<file path="src/rtl/fetch_pkg.sv">
// Shared fetch-stage constants: FSM encodings, reset defaults and RV32I opcodes.
// Decode and imm_gen import the opcode constants from here.
package fetch_pkg;

  localparam logic [1:0] S_REQ  = 2'd0;
  localparam logic [1:0] S_WAIT = 2'd1;
  localparam logic [1:0] S_DROP = 2'd2;

  localparam logic [31:0] DEFAULT_RESET_PC = 32'h0000_0000;
  localparam logic [31:0] DEFAULT_NOP_INST = 32'h0000_0013;

  localparam logic [6:0] OPC_LUI      = 7'b0110111;
  localparam logic [6:0] OPC_AUIPC    = 7'b0010111;
  localparam logic [6:0] OPC_JAL      = 7'b1101111;
  localparam logic [6:0] OPC_JALR     = 7'b1100111;
  localparam logic [6:0] OPC_BRANCH   = 7'b1100011;
  localparam logic [6:0] OPC_LOAD     = 7'b0000011;
  localparam logic [6:0] OPC_STORE    = 7'b0100011;
  localparam logic [6:0] OPC_OP_IMM   = 7'b0010011;
  localparam logic [6:0] OPC_OP       = 7'b0110011;
  localparam logic [6:0] OPC_MISC_MEM = 7'b0001111;
  localparam logic [6:0] OPC_SYSTEM   = 7'b1110011;

  function automatic logic [31:0] word_align(input logic [31:0] addr);
    return {addr[31:2], 2'b00};
  endfunction

endpackage

</file>
<file path="src/rtl/fetch_stage.sv">
// RV32I fetch: owns the PC, one outstanding imem request, IF/ID register; response lands in id_* the edge it arrives.
// A request is only raised when the IF/ID slot is free, so a stalled decode stops fetch; redirects flush everything.
module fetch_stage
  import fetch_pkg::*;
#(
  parameter logic [31:0] RESET_PC = DEFAULT_RESET_PC,
  parameter logic [31:0] NOP_INST = DEFAULT_NOP_INST
) (
  input  logic        clk,
  input  logic        rst_n,
  output logic        imem_req_valid,
  input  logic        imem_req_ready,
  output logic [31:0] imem_req_addr,
  input  logic        imem_rsp_valid,
  input  logic [31:0] imem_rsp_data,
  input  logic        redirect_valid,
  input  logic [31:0] redirect_pc,
  output logic        id_valid,
  input  logic        id_ready,
  output logic [31:0] id_inst,
  output logic [31:0] id_pc,
  output logic [31:0] id_pc_plus4
);

  logic [31:0] pc;
  logic [31:0] pc_inflight;
  logic [1:0]  state;
  logic        slot_free;
  logic        req_fire;
  logic        capture;

  assign slot_free      = !id_valid || id_ready;
  assign imem_req_valid = (state == S_REQ) && slot_free && !redirect_valid;
  assign imem_req_addr  = pc;
  assign req_fire       = imem_req_valid && imem_req_ready;
  assign capture        = (state == S_WAIT) && imem_rsp_valid && !redirect_valid;

  always_ff @(posedge clk or negedge rst_n) begin
    if (!rst_n) begin
      pc          <= word_align(RESET_PC);
      pc_inflight <= '0;
      state       <= S_REQ;
    end else if (redirect_valid) begin
      pc <= word_align(redirect_pc);
      // A fetch still in flight must be drained before the target can be requested.
      if ((state == S_WAIT || state == S_DROP) && !imem_rsp_valid) begin
        state <= S_DROP;
      end else begin
        state <= S_REQ;
      end
    end else begin
      case (state)
        S_REQ: begin
          if (req_fire) begin
            pc_inflight <= pc;
            pc          <= pc + 32'd4;
            state       <= S_WAIT;
          end
        end
        S_WAIT, S_DROP: begin
          if (imem_rsp_valid) begin
            state <= S_REQ;
          end
        end
        default: state <= S_REQ;
      endcase
    end
  end

  always_ff @(posedge clk or negedge rst_n) begin
    if (!rst_n) begin
      id_valid    <= 1'b0;
      id_inst     <= NOP_INST;
      id_pc       <= '0;
      id_pc_plus4 <= '0;
    end else if (redirect_valid) begin
      id_valid <= 1'b0;
      id_inst  <= NOP_INST;
    end else if (capture) begin
      id_valid    <= 1'b1;
      id_inst     <= imem_rsp_data;
      id_pc       <= pc_inflight;
      id_pc_plus4 <= pc_inflight + 32'd4;
    end else if (id_ready) begin
      id_valid <= 1'b0;
    end
  end

endmodule

</file>
<file path="config.mk">
export PLATFORM = sky130hd
export DESIGN_NAME = fetch_stage
export DESIGN_NICKNAME = d
export VERILOG_FILES = /design/src/rtl/fetch_pkg.sv /design/src/rtl/fetch_stage.sv
export SDC_FILE = /design/constraint.sdc
export NUM_CORES = 1
export LEC_CHECK = 0
export CORE_MARGIN = 2
export CORE_UTILIZATION = 48
export DETAILED_ROUTE_END_ITERATION = 12
export PLACE_DENSITY = 0.9
export SLEW_MARGIN = 25
export SYNTH_ARGS = -nofsm -noshare
export SYNTH_HDL_FRONTEND = slang
export SYNTH_SLANG_ARGS = --single-unit
</file>
<file path="constraint.sdc">
create_clock -name clk -period 2.4 [get_ports clk]
set_input_delay 0.48 -clock clk [delete_from_list [all_inputs] [get_ports clk]]
set_output_delay 0.48 -clock clk [all_outputs]
set_load 0.05 [all_outputs]
</file>
==> results.md <==
* Layout area overhead at 40.4%
* Max-Cap Viols at 0
* Pre-CTS setup slack at approximately 0.053 ns
* Fmax at around 440 MHz
* Initial Utilization at 0.485
* Total power at between 10 and 15 mW
* Slowest CP cell: clkdlybuf4s50_1
* Cts repair resizes at 0
* Register area share after synthesis at 0.557
* Run status: finished, final reports clean
* Least-Margin Pin Slew at 0.607 ns
* Post-synth cell types at 53
* Row count at 44
* Total gr overflow at 0
* Global-route wire length before repair at around 31,000 um
* Post-synthesis mux area share at 0.00844
* Net Sw Power at 4.90 mW
* I/O Pins at 200
* Post-Synth Adder-Cell Area at 0.00719
* # diodes at 0
* Dpl cells at 1,084
* Crit path kind: flop to output pin
* GRT Resource Usage Total at 0.248
* Crit-path max FO at 7
* Slew HR at 0.594
* Clk_lat worst skew at between 0.4 and 0.5 ns
* Top-count cell post-synth: nand2_1
* Largest family of logic cells by synthesized area: simple AND/OR/NAND/NOR gates
* R2R setup slack at between 0.2 and 0.3 ns
* Part of the power in registers at 0.364
* Yosys reg bits at around 160
* Crit. End Element: output pin
* Worst reg2reg endpoint: imem_req_addr[16]
* Post-CTS setup buffer count at 0
* Fill count at 1,061
* Slowest stage delay, CP at between 0.8 and 0.9 ns
* # setup viols final at 0
* Asr flop ratio synth at 1.00
* Leak pwr at 4.38 nW
* Avg Vias per Cell at approximately 5.3
* Synthesis Warnings at 0
* DR WL/cell at about 17 um
* Complex-gate fraction of the synthesized area at 0.0984
* Worst R2R Start: state[0]
* PD cells at approximately 1200 nW/um^2
* Clock sinks at about 160
* Post-DP HPWL at 13,400 um
* Synth Cell Area at 6970 um^2
* Final non-filler cell total at around 1.1k
* Synth Flop Type: dfrtp_1
* Worst Path Buf+Inv at 1
* Crit path launch type: flop
* Post-synthesis xor/xnor area fraction at 0.0591
* Critical Path RT at roughly 1.9 ns
* RSZ-0062 raised after global routing: no
* Final min period at 2.29 ns
* Core area at 14,400 um^2
* Die Y at around 120 um
* Hold slack at around 0.026 ns
* Slew Viols, Final at 0
* Number of synthesized flops with an enable pin at 0
* Synth top area cells: dfrtp_1, nand2_1, a22o_1
* DRT iter0 DRCs at 377
* Peak VDD IR at slightly above 0.5 mV
* Clock Tree Root: clkbuf_16
* Clock skew at between 0.01 and 0.015 ns
* Residual DRC at 0
* GP Congestion at 0.851
* Clk buf depth at 2
* PortBufs at 191
* Worst-path clk slew at approximately 0.060 ns
* Hold-fix buffers at CTS at 0
* Register-to-Register Path Depth at 8
* Final wirelength at around 19,000 um
* Simple-Gate Fraction of Synth Area at 0.236
* Worst-path cell chain: clkdlybuf4s50_1
* Die width at 124 um
* Initial antenna violation count at 0
* Drt first pass iters at 5
* Avg Cell Area, Syn at approximately 9.6 um^2
* Comb pwr share at 0.404
* Switching Share at 0.422
* Number of global-route vias before repair at between 5k and 6k
* Sum Neg Setup Slack at 0 ns
* Tightest Hold Check Type: input port to asynchronous set/reset pin
* Final net count at ~990
* Die area at around 15,000 um^2
* Synth top area share at 0.546
* Worst endpoint data arrival time at 1.81 ns
* CTS tree: yes
* Share of cells above drive strength 1 at 0.0848
* Leading area contributor after synthesis: dfrtp_1
* Vias at slightly below 6k
* Num CTS Buffers at 17
* Final Hold Fails at 0
* Depth of the CTS H-tree at 4
* Synth top cells by count: nand2_1, dfrtp_1, o21ai_0, a22o_1, xor2_1
* Internal at ~6.7 mW
* Setup ws final at around 0.11 ns
* Pin count of the biggest net entering global routing at 59
* ANT nets after route at 0
* Crit path max-delay family: buffers and inverters
* Synth Instances at slightly above 700
* Fin crit share at 0.955
* Clock share of power at 0.232
==> registers in the layout, summed over array words and instances, names as in the netlist <==
| register | count |
|---|---|
| id_inst | 32 |
| id_pc | 30 |
| id_pc_plus4 | 30 |
| imem_req_addr | 30 |
| pc_inflight | 30 |
| state | 2 |
| id_valid | 1 |
==> through the flow <==
| step | utilization | cell area, um^2 |
|---|---|---|
| 2_1_floorplan | - | 6980 |
| 3_3_place_gp | 0.640 | 9190 |
| 3_5_place_dp | 0.640 | 9190 |
| 4_1_cts | 0.681 | 9780 |
| 5_1_grt | 0.681 | 9780 |
| 6_report | 0.681 | 9780 |
==> layer usage <==
layer | vias up | GRT usage | part of all wire
met5 | - | 0 | 0
met4 | 0 | 0.0780 | 0.019
met3 | 21 | 0.0541 | 0.049
met2 | 220 | 0.400 | 0.49
met1 | 2892 | 0.337 | 0.44
li1 | 2835 | - | -
==> kinds of logic (layout without fill, tap and decap cells) <==
family                   count (synthesis)  after routing
AO/OA/AOI/OAI                          103            103
XOR/XNOR                                47             47
adder cells (fa/ha/maj)                  4              4
buffers and inverters                   53            257
flip-flops                             155            155
multiplexers                             5              5
other                                    1              6
AND/OR/NAND/NOR                        355            355
==> worst reg2reg max path, cell delays in order, from the launching register on <==
cell	delay (ns)
dfrtp_1	0.40
inv_1	0.07
ha_1	0.20
nor2b_1	0.18
nand3_1	0.27
buf_4	0.28
nor2_1	0.31
a211oi_1	0.14
a311oi_1	0.21
==> layout by cell type, fill, tap and decap left out, drive strengths merged, types with 4 or more instances in the layout <==
| cell type | count |
|---|---|
| a22o | 29 |
| and4 | 10 |
| nand2 | 238 |
| a21oi | 4 |
| clkdlybuf4s50 | 189 |
| xor2 | 29 |
| o211ai | 4 |
| nand4 | 17 |
| nor3 | 5 |
| nand3 | 29 |
| and2 | 5 |
| conb | 6 |
| clkbuf | 24 |
| nor2 | 19 |
| dfrtp | 152 |
| buf | 26 |
| ha | 4 |
| and3 | 11 |
| xnor2 | 18 |
| o21ai | 53 |
| nor4 | 10 |
| mux2 | 4 |
| inv | 10 |
==> final cells by class <==
type | instances | area, um^2 | area share
Sequential cell | 155 | 3880 | 0.397
Multi-Input combinational cell | 520 | 2890 | 0.295
Timing Repair Buffer | 215 | 2150 | 0.220
Inverter | 10 | 37.5 | 0.00384
Tap cell | 184 | 230 | 0.0235
Clock inverter | 8 | 120 | 0.0123
Clock buffer | 24 | 472 | 0.0482
==> power by group through the flow <==
stage / Combinational, mW / Sequential, mW / Clock (mW)
6_report: 4.69 / 4.22 / 2.70
5_1_grt: 4.99 / 4.33 / 2.85
4_1_cts: 4.73 / 4.21 / 2.73
3_5_place_dp: 4.69 / 4.24 / 0
3_3_place_gp: 4.60 / 4.19 / 0
2_1_floorplan: 1.25 / 5.85 / 0
==> worst max path at each step <==
stage | to | cells after the start | slack, ns | start
floorplan | imem_req_addr[24] | 6 | 0.21 | imem_req_addr[2]
global placement | imem_req_addr[18] | 7 | 0.16 | redirect_valid
detailed placement | imem_req_addr[16] | 7 | 0.05 | redirect_valid
CTS | imem_req_addr[29] | 1 | 0.09 | imem_req_addr[29]
global route | imem_req_addr[16] | 1 | 0.06 | imem_req_addr[16]
finish | imem_req_addr[16] | 1 | 0.11 | imem_req_addr[16]
Note: power is estimated with default switching activity, not from simulation.
